`src/rtl/combat_resolver.sv`:
```
`default_nettype none
// ============================================================================
// Module  : combat_resolver
// Purpose : per-tank life FSMs, kill/block scoring and round outcome for
//           NUM_PLAYERS players and NUM_ENEMIES enemies. Optional spawn
//           shield enabled by defining COMBAT_SHIELD_EN.
// Revision: 1.0 - initial release
// ============================================================================
module combat_resolver #(
  parameter int NUM_PLAYERS   = 2,
  parameter int NUM_ENEMIES   = 4,
  parameter int LIVES_W       = 4,
  parameter int SCORE_W       = 11,
  parameter int REVIVE_CYCLES = 1000000,
  parameter int SHIELD_CYCLES = 250000,
  parameter int KILL_POINTS   = 10,
  parameter int BLOCK_POINTS  = 1
) (
  input  logic                               clk_i,
  input  logic                               reset_ni,
  input  logic                               round_start_i,
  input  logic                               score_clear_i,
  input  logic [NUM_PLAYERS*LIVES_W-1:0]     player_lives_i,
  input  logic [NUM_ENEMIES*LIVES_W-1:0]     enemy_lives_i,
  input  logic [NUM_PLAYERS-1:0]             player_box_i,
  input  logic [NUM_PLAYERS-1:0]             player_bullet_i,
  input  logic [NUM_ENEMIES-1:0]             enemy_box_i,
  input  logic [NUM_ENEMIES-1:0]             enemy_bullet_i,
  input  logic                               hard_block_i,
  input  logic                               destroyable_block_i,
  input  logic                               eagle_block_i,
  output logic [NUM_PLAYERS-1:0]             player_bullet_explode_o,
  output logic [NUM_ENEMIES-1:0]             enemy_bullet_explode_o,
  output logic                               bullet_collide_wall_o,
  output logic                               bullet_collide_eagle_o,
  output logic [NUM_PLAYERS-1:0]             player_die_o,
  output logic [NUM_ENEMIES-1:0]             enemy_die_o,
  output logic [NUM_PLAYERS-1:0]             player_revive_o,
  output logic [NUM_ENEMIES-1:0]             enemy_revive_o,
  output logic [NUM_PLAYERS-1:0]             player_alive_o,
  output logic [NUM_ENEMIES-1:0]             enemy_alive_o,
  output logic [NUM_PLAYERS*LIVES_W-1:0]     player_lives_left_o,
  output logic [$clog2(NUM_ENEMIES+1)-1:0]   enemies_active_o,
  output logic [NUM_PLAYERS*SCORE_W-1:0]     player_score_o,
  output logic                               game_over_o,
  output logic                               victory_o
);

  localparam int NUM_T = NUM_PLAYERS + NUM_ENEMIES;
  localparam int ACT_W = $clog2(NUM_ENEMIES + 1);
`ifdef COMBAT_SHIELD_EN
  localparam int CNT_MAX = (REVIVE_CYCLES > SHIELD_CYCLES) ? REVIVE_CYCLES : SHIELD_CYCLES;
`else
  localparam int CNT_MAX = REVIVE_CYCLES;
`endif
  localparam int CNT_W = $clog2(CNT_MAX);
  localparam logic [SCORE_W-1:0] SCORE_MAX = '1;

  typedef enum logic [2:0] {
    ST_IDLE   = 3'd0,
    ST_LIVING = 3'd1,
    ST_HIT    = 3'd2,
    ST_WAIT   = 3'd3,
    ST_SHIELD = 3'd4,
    ST_OUT    = 3'd5
  } state_t;

  if (REVIVE_CYCLES < 2 || SHIELD_CYCLES < 1) begin : g_param_check
    $error("combat_resolver: REVIVE_CYCLES must be >= 2 and SHIELD_CYCLES >= 1");
  end

  logic w_any_pbox, w_any_ebox, w_any_pbul, w_any_ebul, w_any_bul;

  assign w_any_pbox = |player_box_i;
  assign w_any_ebox = |enemy_box_i;
  assign w_any_pbul = |player_bullet_i;
  assign w_any_ebul = |enemy_bullet_i;
  assign w_any_bul  = w_any_pbul | w_any_ebul;

  assign player_bullet_explode_o = player_bullet_i &
      {NUM_PLAYERS{hard_block_i | w_any_pbox | w_any_ebox | w_any_ebul}};
  assign enemy_bullet_explode_o  = enemy_bullet_i &
      {NUM_ENEMIES{hard_block_i | w_any_pbox | w_any_ebox | w_any_pbul}};
  assign bullet_collide_wall_o   = destroyable_block_i & w_any_bul;
  assign bullet_collide_eagle_o  = eagle_block_i & w_any_bul;

  // Tanks 0..NUM_PLAYERS-1 are players, the rest enemies.
  logic [NUM_T-1:0]         w_hit, w_alive, w_die, w_revive, w_out_d;
  logic [NUM_ENEMIES-1:0]   w_kill, w_active_d;
  logic [NUM_T*LIVES_W-1:0] w_lives_init;

  assign w_lives_init = {enemy_lives_i, player_lives_i};
  assign w_hit = {enemy_box_i & {NUM_ENEMIES{w_any_pbul}},
                  player_box_i & {NUM_PLAYERS{w_any_ebul}}};

  genvar t;
  for (t = 0; t < NUM_T; t++) begin : g_tank
    state_t             state_q, state_d;
    logic [LIVES_W-1:0] lives_q, lives_d, lives_init;
    logic [CNT_W-1:0]   cnt_q, cnt_d;
    logic               die_q, die_d, revive_q, revive_d;

    assign lives_init = w_lives_init[t*LIVES_W +: LIVES_W];

    always_comb begin
      state_d  = state_q;
      lives_d  = lives_q;
      cnt_d    = cnt_q;
      die_d    = 1'b0;
      revive_d = 1'b0;
      if (round_start_i) begin
        lives_d = lives_init;
        cnt_d   = '0;
        state_d = (lives_init != '0) ? ST_LIVING : ST_OUT;
      end else begin
        case (state_q)
          ST_LIVING: begin
            if (w_hit[t]) begin
              state_d = ST_HIT;
              die_d   = 1'b1;
            end
          end
          ST_HIT: begin
            lives_d = lives_q - LIVES_W'(1);
            cnt_d   = '0;
            state_d = (lives_q > LIVES_W'(1)) ? ST_WAIT : ST_OUT;
          end
          ST_WAIT: begin
            if (cnt_q == CNT_W'(REVIVE_CYCLES - 1)) begin
              cnt_d    = '0;
              revive_d = 1'b1;
`ifdef COMBAT_SHIELD_EN
              state_d  = ST_SHIELD;
`else
              state_d  = ST_LIVING;
`endif
            end else begin
              cnt_d = cnt_q + CNT_W'(1);
            end
          end
`ifdef COMBAT_SHIELD_EN
          ST_SHIELD: begin
            if (cnt_q == CNT_W'(SHIELD_CYCLES - 1)) begin
              cnt_d   = '0;
              state_d = ST_LIVING;
            end else begin
              cnt_d = cnt_q + CNT_W'(1);
            end
          end
`endif
          default: ;
        endcase
      end
    end

    always_ff @(posedge clk_i or negedge reset_ni) begin
      if (!reset_ni) begin
        state_q  <= ST_IDLE;
        lives_q  <= '0;
        cnt_q    <= '0;
        die_q    <= 1'b0;
        revive_q <= 1'b0;
      end else begin
        state_q  <= state_d;
        lives_q  <= lives_d;
        cnt_q    <= cnt_d;
        die_q    <= die_d;
        revive_q <= revive_d;
      end
    end

    assign w_alive[t]  = (state_q == ST_LIVING) || (state_q == ST_SHIELD);
    assign w_die[t]    = die_q;
    assign w_revive[t] = revive_q;
    assign w_out_d[t]  = (state_d == ST_OUT);

    if (t >= NUM_PLAYERS) begin : g_enemy
      // An enemy LIVING->HIT transition is exactly one kill event.
      assign w_kill[t-NUM_PLAYERS]     = die_d;
      assign w_active_d[t-NUM_PLAYERS] = (state_d != ST_IDLE) && (state_d != ST_OUT);
    end else begin : g_player
      assign player_lives_left_o[t*LIVES_W +: LIVES_W] = lives_q;
    end
  end

  assign player_alive_o  = w_alive[NUM_PLAYERS-1:0];
  assign enemy_alive_o   = w_alive[NUM_T-1:NUM_PLAYERS];
  assign player_die_o    = w_die[NUM_PLAYERS-1:0];
  assign enemy_die_o     = w_die[NUM_T-1:NUM_PLAYERS];
  assign player_revive_o = w_revive[NUM_PLAYERS-1:0];
  assign enemy_revive_o  = w_revive[NUM_T-1:NUM_PLAYERS];

  genvar p;
  for (p = 0; p < NUM_PLAYERS; p++) begin : g_score
    logic [SCORE_W-1:0] score_q, score_d;
    logic               blk_q, w_blk, w_rise;
    logic [31:0]        w_kills, w_sum;

    assign w_blk  = player_bullet_i[p] & destroyable_block_i;
    assign w_rise = w_blk & ~blk_q;

    always_comb begin
      w_kills = '0;
      for (int e = 0; e < NUM_ENEMIES; e++) begin
        w_kills = w_kills + 32'(w_kill[e]);
      end
      w_sum = 32'(score_q)
            + (player_bullet_i[p] ? w_kills * 32'(KILL_POINTS) : 32'd0)
            + (w_rise ? 32'(BLOCK_POINTS) : 32'd0);
      if (score_clear_i) begin
        score_d = '0;
      end else if (w_sum > 32'(SCORE_MAX)) begin
        score_d = SCORE_MAX;
      end else begin
        score_d = w_sum[SCORE_W-1:0];
      end
    end

    always_ff @(posedge clk_i or negedge reset_ni) begin
      if (!reset_ni) begin
        score_q <= '0;
        blk_q   <= 1'b0;
      end else begin
        score_q <= score_d;
        blk_q   <= w_blk;
      end
    end

    assign player_score_o[p*SCORE_W +: SCORE_W] = score_q;
  end

  logic             game_over_q, game_over_d, victory_q, victory_d;
  logic [ACT_W-1:0] active_q, active_d;

  // Outcome flags and the active count follow next-state so they line up
  // with the tank states in the same cycle.
  always_comb begin
    active_d = '0;
    for (int e = 0; e < NUM_ENEMIES; e++) begin
      active_d = active_d + ACT_W'(w_active_d[e]);
    end
    game_over_d = (game_over_q & ~round_start_i)
                | (&w_out_d[NUM_PLAYERS-1:0])
                | (bullet_collide_eagle_o & ~round_start_i);
    victory_d   = (victory_q & ~round_start_i)
                | ((&w_out_d[NUM_T-1:NUM_PLAYERS]) & ~game_over_d);
  end

  always_ff @(posedge clk_i or negedge reset_ni) begin
    if (!reset_ni) begin
      game_over_q <= 1'b0;
      victory_q   <= 1'b0;
      active_q    <= '0;
    end else begin
      game_over_q <= game_over_d;
      victory_q   <= victory_d;
      active_q    <= active_d;
    end
  end

  assign game_over_o      = game_over_q;
  assign victory_o        = victory_q;
  assign enemies_active_o = active_q;

endmodule
`default_nettype wire

```
`config.mk`:
```
export PLATFORM = sky130hd
export DESIGN_NAME = combat_resolver
export DESIGN_NICKNAME = d
export VERILOG_FILES = /design/src/rtl/combat_resolver.sv
export SDC_FILE = /design/constraint.sdc
export NUM_CORES = 1
export LEC_CHECK = 0
export BUFFER_PORTS_ARGS = -buffer_cell sky130_fd_sc_hd__buf_2
export CORE_MARGIN = 2
export CORE_UTILIZATION = 45
export DETAILED_ROUTE_END_ITERATION = 10
export GPL_TIMING_DRIVEN = 0
export PLACE_DENSITY = 0.66
export SETUP_SLACK_MARGIN = 0.15
export SLEW_MARGIN = 20
export SYNTH_ARGS = -nofsm -noshare
export SYNTH_HDL_FRONTEND = slang
export SYNTH_SLANG_ARGS = --single-unit
```
`constraint.sdc`:
```
create_clock -name clk_i -period 3.9 [get_ports clk_i]
set_input_delay 0.585 -clock clk_i [delete_from_list [all_inputs] [get_ports clk_i]]
set_output_delay 0.585 -clock clk_i [all_outputs]
set_load 0.005 [all_outputs]
```
==> results.py, run 1 <==
metrics = {
    "placed_design": {
        "dp_cells": 1688,
        "place_area_sq_um": 12400,
        "hpwl_mm": 19.9,
        "gp_congestion": 0.831,
        "io_buffers": 102,
    },
    "worst_setup_path": {
        "path_buf_inv": 4,
        "r2r_start": "g_tank[2].lives_q[0]",
        "cp.required_ns": 4.28,
        "r2r_cells": 20,
        "critical_path_class": "reg2reg",
        "worstSetupEndpointType": "flop",
        "cp_top_family": "adder cells",
        "crit_arrival_ns": 4.32,
        "start_kind": "flop",
        "cpMostUsedCell": "ha_4",
        "max_stage_delay_ns": 0.53,
        "crit_path_top_delay_cell": "fa_1",
        "r2r-end": "g_score[0].score_q[8]",
        "crit_fanout": 3,
        "r2r_slack_ns": -0.04,
        "crit_chain": "inv_2 -> ha_4 -> o211ai_1 -> a21oi_2 -> nor3_2 -> inv_1 -> fa_1 -> inv_2 -> ha_4 -> ha_4 -> ha_4 -> ha_4 -> and2_4 -> ha_4 -> a21boi_4 -> o211ai_1 -> buf_4 -> a21boi_2 -> xnor2_1 -> a21oi_1",
    },
    "yosys": {
        "ys_warn_count": 0,
        "synth_seq_cells": 203,
        "syn_inst": 1260,
        "synth.top_cell.area_share": 0.453,
        "netlist_top_cells_area": "dfrtp_1 45%, o21ai_0 6.9%, nand2_1 4.6%, ha_1 4.4%, nor2_1 4.1%",
        "syn_avg_cell_area_sq_um": 8.89,
        "synth.distinct_cells": 60,
        "seq_area_frac_synth": 0.453,
        "synth_edf_count": 0,
        "synth_area_sq_um": 11200,
        "yosysTopAreaCell": "dfrtp_1",
        "synthesis.nets": 1346,
        "synth_ff_type": "dfrtp_1",
        "ys_async_sr_fraction": 1.00,
    },
    "power": {
        "p_leak_nw": 5.96,
        "irDropWorstVdd_mv": 0.293,
        "powerDensity_nw_per_um2": 406,
    },
    "global_route": {
        "antenna_found_initial": 2,
        "grt_usage": 0.219,
        "grt_overflow": 0,
        "grt_max_degree": 72,
        "first_global_vias": 9427,
        "grt_pass1_wl_mm": 47.5,
    },
    "timing": {
        "setup-violations-final": 3,
        "fin_worst_skew_ns": 0.00995,
        "min_period_ns": 3.94,
        "fin_ws_ns": -0.0424,
        "hold-worst-slack_ns": 0.00818,
        "hold_viol": 0,
        "fmaxAchievable_ghz": 0.254,
        "rsz0062_at_grt": "true",
        "drv_slew": 0,
        "fin_tns_setup_ns": -0.0561,
        "worst_pin_slew_ns": 0.859,
        "slew_headroom": 0.422,
        "post-route-period-util": 1.01,
    },
    "clocking": {
        "numCtsBuffers": 24,
        "insertion_delay_ns": 0.52,
        "h-tree-depth": 1,
        "holdBufCountCts": 0,
        "path_clk_slew_ns": 0.06,
        "cts-root-buf": "clkbuf_16",
        "clockBufferDepth": 3,
        "cts.sink_count": 203,
        "cts_tree": "built",
    },
    "routing": {
        "vias": 9688,
        "postRouteAntennaNets": 0,
        "viasPerCell": 5.55,
        "wl_per_cell_um": 16.2,
        "drt-total-wl_mm": 28.3,
        "dr.pass1.iters": 5,
        "route.detailed.drc": 0,
        "drt_iter0_drc": 715,
    },
    "floorplan": {
        "dieArea_sq_um": 26200,
        "core_sq_um": 24400,
        "start_util": 0.459,
        "die_h_um": 162,
        "die_w_um": 162,
        "rows": 57,
        "ioPinCount": 104,
    },
    "layout": {
        "final_cell_count_no_fill": 1746,
        "syn_to_final_growth_pct": 20.1,
        "drive_above_1_share": 0.169,
        "nets": 1489,
        "final_util": 0.552,
        "final_area_sq_um": 13500,
    },
    "status": {
        "violations": "setup timing",
        "status": "complete, but fails checks",
    },
    "job": {
        "maxCapViolations": 0,
    },
    "worst_hold_path": {
        "min_path_type": "in2async",
    },
}
==> layout by cell type, fill, tap and decap left out, types with 6 or more instances in the layout <==
master	Yosys	final
o31ai_1	17	17
nor4_1	19	19
clkinv_2	0	8
o21ai_1	12	17
clkbuf_1	40	35
and3_1	41	41
nor2b_1	18	16
o41ai_1	8	8
clkbuf_8	0	7
a31oi_1	11	11
xor2_1	35	35
and2_1	26	23
o21ai_0	154	145
a21oi_1	44	38
ha_1	39	27
mux2_2	6	6
nand3_1	67	66
inv_1	42	38
nand2_1	136	134
o21bai_1	6	6
nor2_1	122	121
or4_1	10	10
dfrtp_1	203	203
nor3_1	29	27
nand2b_1	19	19
buf_4	12	24
clkbuf_16	0	25
buf_2	2	102
ha_4	0	12
nand4_1	21	21
xnor2_1	42	42
==> layer usage <==
metal,track usage,vias to the layer above,share of wire
li1,-,4742,-
met5,0,-,0.00046
met1,0.321,4700,0.48
met2,0.344,201,0.45
met3,0.0327,43,0.046
met4,0.0527,2,0.022
==> how the worst max path moves through the flow <==
stage | start | endpoint | slack [ns] | cells after the start
6_report | g_tank[2].lives_q[0] | g_score[0].score_q[8] | -0.04 | 20
5_1_grt | g_tank[2].lives_q[0] | g_score[1].score_q[10] | -0.22 | 20
4_1_cts | g_tank[2].lives_q[0] | g_score[0].score_q[10] | 0.11 | 19
3_5_place_dp | player_bullet_i[1] | g_score[1].score_q[2] | -0.46 | 19
3_3_place_gp | reset_ni | g_tank[4].cnt_q[2] | -1.33 | 1
2_1_floorplan | round_start_i | g_score[1].score_q[10] | 0.13 | 20
==> sequential cells by signal, indices dropped and copies added (netlist names) <==
register and flops:
enemies_active_o 3, g_score.blk_q 2, g_score.score_q 22, g_tank.cnt_q 120, g_tank.die_q 6, g_tank.lives_q 24
g_tank.revive_q 6, g_tank.state_q 18, game_over_o 1, victory_o 1
==> synth_stat cells (6+ instances only) <==
| cell | number |
|---|---|
| a21oi_1 | 44 |
| a31oi_1 | 11 |
| and2_1 | 26 |
| and3_1 | 41 |
| buf_4 | 12 |
| clkbuf_1 | 40 |
| dfrtp_1 | 203 |
| ha_1 | 39 |
| inv_1 | 42 |
| mux2_2 | 6 |
| nand2_1 | 136 |
| nand2b_1 | 19 |
| nand3_1 | 67 |
| nand4_1 | 21 |
| nor2_1 | 122 |
| nor2b_1 | 18 |
| nor3_1 | 29 |
| nor4_1 | 19 |
| o21ai_0 | 154 |
| o21ai_1 | 12 |
| o21bai_1 | 6 |
| o31ai_1 | 17 |
| o41ai_1 | 8 |
| or4_1 | 10 |
| xnor2_1 | 42 |
| xor2_1 | 35 |
==> through the flow <==
stage | power (mW) | setup WS (ns)
floorplan | 2.79 | 0.135
global placement | 3.08 | -1.33
detailed placement | 3.11 | -0.458
CTS | 5.49 | 0.108
global route | 5.71 | -0.223
finish | 5.46 | -0.0424
==> worst register-to-register path, delay by kind of cell (launching register included) <==
family                   cells  cell delay [ns]
buffers and inverters        4             0.37
AND/OR/NAND/NOR              2             0.35
adder cells (fa/ha/maj)      7             1.69
AO/OA/AOI/OAI                6             0.92
XOR/XNOR                     1             0.13
flip-flops                   1             0.39
==> layout make-up <==
type / count / area, sq um
Inverter: 42 / 158
Clock inverter: 14 / 153
Fill cell: 2214 / 10900
Clock buffer: 30 / 674
Antenna cell: 1 / 2.50
Multi-Input combinational cell: 959 / 5990
Timing Repair Buffer: 117 / 677
Sequential cell: 203 / 5080
Tap cell: 324 / 405
Buffer: 56 / 315
==> power breakdown <==
group / internal, mW / switching (mW)
logic: 0.339 / 0.474
clock network: 1.42 / 0.908
registers: 2.21 / 0.104
==> logic make-up (layout without fill, tap and decap cells) <==
group | after synthesis | count (layout) | synth area share
AO/OA/AOI/OAI | 288 | 288 | 0.149
XOR/XNOR | 77 | 77 | 0.0602
adder cells (fa/ha/maj) | 43 | 43 | 0.0507
buffers and inverters | 98 | 259 | 0.0377
flip-flops | 203 | 203 | 0.453
multiplexers | 8 | 8 | 0.00782
other | 0 | 1 | 0
AND/OR/NAND/NOR | 543 | 543 | 0.241
==> timing repair <==
action | 4_1_cts | 5_1_grt
pin swaps | 14 | 15
setup endpoints to repair | 22 | 25
gates resized for setup | 12 | 25
setup buffers | 9 | 4
Note: power is estimated with default switching activity, not from simulation.
==> run 2: changes to the inputs <==
Settings changed: PLACE_DENSITY 0.66 to 0.63.
==> results.py, run 2 (same netlist as run 1, synthesis figures left out) <==
metrics = {
    "status": {
        "status": "complete, no violations",
    },
    "global_route": {
        "grt_pass1_wl_mm": 46.9,
        "grt_usage": 0.217,
        "grt_overflow": 0,
        "grt_max_degree": 91,
        "antenna_found_initial": 1,
        "first_global_vias": 9244,
    },
    "job": {
        "maxCapViolations": 0,
    },
    "timing": {
        "hold_viol": 0,
        "setup-violations-final": 0,
        "fin_ws_ns": 0.0898,
        "post-route-period-util": 0.977,
        "rsz0062_at_grt": "true",
        "drv_slew": 0,
        "fin_tns_setup_ns": 0,
        "worst_pin_slew_ns": 0.893,
        "fin_worst_skew_ns": 0.00922,
        "slew_headroom": 0.399,
        "min_period_ns": 3.81,
        "fmaxAchievable_ghz": 0.262,
    },
    "routing": {
        "postRouteAntennaNets": 0,
        "wl_per_cell_um": 16.3,
        "route.detailed.drc": 0,
        "dr.pass1.iters": 5,
        "viasPerCell": 5.54,
        "vias": 9709,
        "drt-total-wl_mm": 28.6,
        "drt_iter0_drc": 576,
    },
    "placed_design": {
        "io_buffers": 102,
        "hpwl_mm": 19.9,
        "dpl_worst_slack_ns": -0.449,
        "gp_congestion": 0.863,
    },
    "worst_setup_path": {
        "r2r_cells": 19,
        "r2r_slack_ns": 0.09,
        "cp.required_ns": 4.32,
        "crit_fanout": 3,
        "start_kind": "flop",
        "worstSetupEndpointType": "flop",
        "r2r-end": "g_score[0].score_q[10]",
        "crit_arrival_ns": 4.23,
        "critical_path_class": "reg2reg",
        "r2r_start": "g_tank[2].lives_q[1]",
    },
    "layout": {
        "layout_common_cells": "203 x dfrtp_1, 147 x o21ai_0, 134 x nand2_1",
        "nets": 1495,
        "nFillCells": 2223,
        "top_register": "g_tank.cnt_q",
        "syn_to_final_growth_pct": 21.4,
        "final_common_cell": "dfrtp_1",
        "drive_above_1_share": 0.177,
        "largest_registers": "g_tank.cnt_q: 120 flops, g_tank.lives_q: 24 flops, g_score.score_q: 22 flops",
        "largest_reg_flops": 120,
    },
    "clocking": {
        "cts_tree": "built",
        "cts.sink_count": 203,
        "numCtsBuffers": 25,
        "path_clk_slew_ns": 0.06,
        "clockBufferDepth": 3,
        "holdBufCountCts": 0,
        "insertion_delay_ns": 0.52,
        "h-tree-depth": 1,
        "cts-root-buf": "clkbuf_16",
    },
    "floorplan": {
        "die_w_um": 162,
        "core_sq_um": 24400,
        "dieArea_sq_um": 26200,
        "ioPinCount": 104,
        "rows": 57,
        "start_util": 0.459,
        "die_h_um": 162,
    },
    "power": {
        "irDropWorstVdd_mv": 0.324,
        "p_leak_nw": 6.02,
        "powerDensity_nw_per_um2": 411,
    },
    "worst_hold_path": {
        "min_path_type": "in2async",
    },
}
## run 2: cell types whose count changed in the layout (fill, tap and decap cells not counted), sizes merged
cell / previous run / this run
bufinv: 3 / 4
buf: 133 / 138
clkbuf: 70 / 75
clkinv: 8 / 6
clkinvlp: 3 / 0
diode: 1 / 2
## run 2: routing by layer
layer / vias to the layer above / GRT usage / share of wire
met3: 47 / 0.0296 / 0.040
met2: 198 / 0.344 / 0.46
met5: - / 0 / 0
li1: 4747 / - / -
met4: 0 / 0.0603 / 0.025
met1: 4717 / 0.314 / 0.48
## run 2: what timing repair did
action                     in CTS  in global routing
gates resized for setup        21                 27
setup buffers                  12                  6
pin swaps                      15                 10
setup endpoints to repair      22                 25
## run 2: worst max-delay path: stages, from the launching register on
cell      delay (ns)
dfrtp_1         0.38
inv_2           0.06
ha_2            0.18
o211ai_1        0.26
a21oi_2         0.11
nor3_2          0.17
inv_1           0.08
fa_1            0.49
inv_2           0.04
ha_4            0.17
ha_4            0.17
ha_4            0.16
ha_4            0.26
and2_4          0.14
ha_4            0.20
a21boi_4        0.14
o211ai_1        0.21
a21boi_1        0.12
nor2b_1         0.14
a211oi_1        0.23
## run 2: report_power, final
group	internal [mW]	total (mW)	switching [mW]	leakage, nW
Clock	1.55	2.45	0.900	0.436
Combinational	0.357	0.837	0.480	2.85
Sequential	2.21	2.31	0.103	2.74
## run 2: stage by stage
stage / hold WS [ns] / total power [mW] / utilization / std cells / instance area, sq um
floorplan: 0.289 / 2.79 / - / 1260 / 11400
global placement: 0.468 / 3.09 / 0.505 / 1686 / 12300
detailed placement: 0.466 / 3.11 / 0.508 / 1688 / 12400
CTS: 0.104 / 5.61 / 0.551 / 1745 / 13400
global route: 0.122 / 5.86 / 0.558 / 1752 / 13600
finish: 0.0454 / 5.60 / 0.558 / 1753 / 13600
## run 2: worst max-delay path by stage
stage / endpoint / cells past startpoint / startpoint
global placement: g_tank[4].cnt_q[2] / 1 / reset_ni
CTS: g_score[0].score_q[10] / 19 / g_tank[2].lives_q[1]
finish: g_score[0].score_q[10] / 19 / g_tank[2].lives_q[1]
global route: g_score[1].score_q[10] / 20 / g_tank[2].lives_q[0]
floorplan: g_score[1].score_q[10] / 20 / round_start_i
detailed placement: g_score[1].score_q[0] / 19 / player_bullet_i[1]
## run 2: area by class of cell
cell class              count  area (sq um)  area share
diodes                      2          5.00    0.000368
plain buffers              56           315      0.0232
clock buffers              35           723      0.0532
clock inverters            10           150      0.0110
inverters                  42           160      0.0118
multi-input cells         959          6050       0.445
flip-flops and latches    203          5080       0.373
well taps                 324           405      0.0298
repair buffers            122           714      0.0525
==> run 3: changes to the inputs <==
Settings changed: PLACE_DENSITY 0.63 to 0.6.
Clock period 3.9 ns to 4.7 ns, I/O delays scaled along.
==> results.py, run 3 (same netlist as run 1, synthesis figures left out) <==
metrics = {
    "timing": {
        "worst_pin_slew_ns": 0.928,
        "rsz0062_at_grt": "false",
        "fmaxAchievable_ghz": 0.231,
        "hold_viol": 0,
        "drv_slew": 0,
        "fin_tns_setup_ns": 0,
        "post-route-period-util": 0.921,
        "min_period_ns": 4.33,
        "setup-violations-final": 0,
        "slew_headroom": 0.381,
        "fin_worst_skew_ns": 0.00626,
    },
    "worst_setup_path": {
        "start_kind": "input pin",
        "crit_arrival_ns": 4.69,
        "crit_path_top_delay_cell": "fa_1",
        "critical_path_class": "in2reg",
        "worstSetupEndpointType": "flop",
        "path_buf_inv": 5,
        "crit_chain": "clkbuf_2 -> buf_2 -> clkbuf_4 -> nor2_1 -> nand2_1 -> fa_1 -> inv_1 -> ha_1 -> ha_1 -> ha_1 -> ha_1 -> and2_1 -> ha_1 -> inv_1 -> o21ba_2 -> o21ai_2 -> nand4_1 -> a211oi_1 -> a211oi_1",
        "cpMostUsedCell": "ha_1",
        "crit_fanout": 19,
        "max_stage_delay_ns": 0.57,
        "cp.required_ns": 5.07,
        "cp_top_family": "adder cells",
    },
    "layout": {
        "layout_common_cells": "203 x dfrtp_1, 152 x o21ai_0, 136 x nand2_1",
        "largest_registers": "g_tank.cnt_q: 120 flops, g_tank.lives_q: 24 flops, g_score.score_q: 22 flops",
        "antenna_cells": 0,
        "final_cell_count_no_fill": 1734,
        "nFillCells": 2284,
        "final_common_cell": "dfrtp_1",
        "nets": 1479,
        "top_register": "g_tank.cnt_q",
        "drive_above_1_share": 0.134,
        "syn_to_final_growth_pct": 17.2,
        "largest_reg_flops": 120,
    },
    "power": {
        "clkPwrFrac": 0.447,
        "p_sw_frac": 0.261,
        "finalPower_mw": 4.56,
        "switchingPower_mw": 1.19,
        "powerDensity_nw_per_um2": 347,
        "p_leak_nw": 5.93,
        "pwr-share-comb": 0.135,
        "p_seq_frac": 0.419,
        "p_int_mw": 3.37,
        "irDropWorstVdd_mv": 0.244,
    },
    "placed_design": {
        "dp_cells": 1688,
        "gp_congestion": 0.832,
        "io_buffers": 102,
        "hpwl_mm": 19.9,
    },
    "clocking": {
        "clockBufferDepth": 3,
        "path_clk_slew_ns": 0.06,
        "insertion_delay_ns": 0.51,
        "numCtsBuffers": 24,
        "cts_tree": "built",
        "cts-root-buf": "clkbuf_16",
        "cts.sink_count": 203,
        "h-tree-depth": 1,
    },
    "routing": {
        "drt-total-wl_mm": 27.9,
        "wl_per_cell_um": 16.1,
        "vias": 9497,
        "postRouteAntennaNets": 0,
        "drt_iter0_drc": 725,
        "viasPerCell": 5.48,
        "dr.pass1.iters": 8,
        "route.detailed.drc": 0,
    },
    "global_route": {
        "grt_overflow": 0,
        "met2_usage": 0.347,
        "grt_pass1_wl_mm": 46.4,
        "top_usage_layer": "met2",
        "first_global_vias": 9246,
        "met1_usage": 0.305,
        "grt_usage": 0.214,
        "antenna_found_initial": 0,
        "grt_util_met3": 0.0335,
        "grt_max_degree": 96,
    },
    "job": {
        "maxCapViolations": 0,
    },
    "floorplan": {
        "start_util": 0.459,
        "rows": 57,
        "die_w_um": 162,
        "core_sq_um": 24400,
        "dieArea_sq_um": 26200,
        "ioPinCount": 104,
        "die_h_um": 162,
    },
    "worst_hold_path": {
        "min_path_type": "in2async",
    },
    "status": {
        "status": "complete, no violations",
    },
}
[run 3: cell count changes in the layout (fill, tap and decap cells not counted), sizes merged]
cell      change
buf          -12
clkbuf        -4
clkinv        -2
diode         -2
clkinvlp      +1
[run 3: layer usage]
| metal | vias to the layer above | wire, um |
|---|---|---|
| li1 | 4706 | - |
| met1 | 4582 | 13400 |
| met3 | 37 | 1200 |
| met2 | 172 | 12700 |
| met4 | 0 | 524 |
| met5 | - | 0 |
[run 3: worst paths after layout]
check,cells after the start,slack [ns],start,to
max in group asynchronous,2,3.81,reset_ni,g_tank[1].cnt_q[3]
hold / removal,1,0.08,reset_ni,g_tank[5].cnt_q[10]
min in group clk_i,3,0.41,player_lives_i[0],g_tank[0].lives_q[0]
setup / recovery,19,0.37,round_start_i,g_score[1].score_q[10]
setup reg to reg,20,0.38,g_tank[2].lives_q[0],g_score[1].score_q[10]
hold reg to reg,1,0.49,g_tank[4].cnt_q[19],g_tank[4].cnt_q[19]
[run 3: final cells by class]
type,count,area [sq um],area share
clock inverter,9,148,0.0112
tap,324,405,0.0309
buffer,53,259,0.0197
clock buffer,34,729,0.0555
timing repair buffer,110,621,0.0473
multi-input combinational,959,5730,0.437
sequential,203,5080,0.387
inverter,42,158,0.0120
[run 3: power by group through the flow]
stage / clock network (mW) / registers (mW) / logic (mW)
floorplan: 0 / 1.92 / 0.363
global placement: 0 / 1.94 / 0.600
detailed placement: 0 / 1.94 / 0.618
CTS: 2.08 / 1.91 / 0.621
global route: 2.15 / 1.92 / 0.701
finish: 2.03 / 1.91 / 0.613
[run 3: metrics by stage]
stage | util | instance area (sq um) | hold WS [ns] | setup slack [ns]
finish | 0.538 | 13100 | 0.0826 | 0.373
global route | 0.538 | 13100 | 0.100 | 0.168
CTS | 0.537 | 13100 | 0.0860 | 0.185
detailed placement | 0.500 | 12200 | 0.477 | -1.07
global placement | 0.497 | 12100 | 0.477 | -1.04
floorplan | - | 11200 | 0.409 | 0.199
[run 3: timing repair]
item                       4_1_cts  5_1_grt
cloned                           0        0
hold endpoints to repair         0        0
hold buffers                     0        0
pin swaps                        1        3
gates resized for setup          6        8
setup buffers                    2        4
setup endpoints to repair       22       21
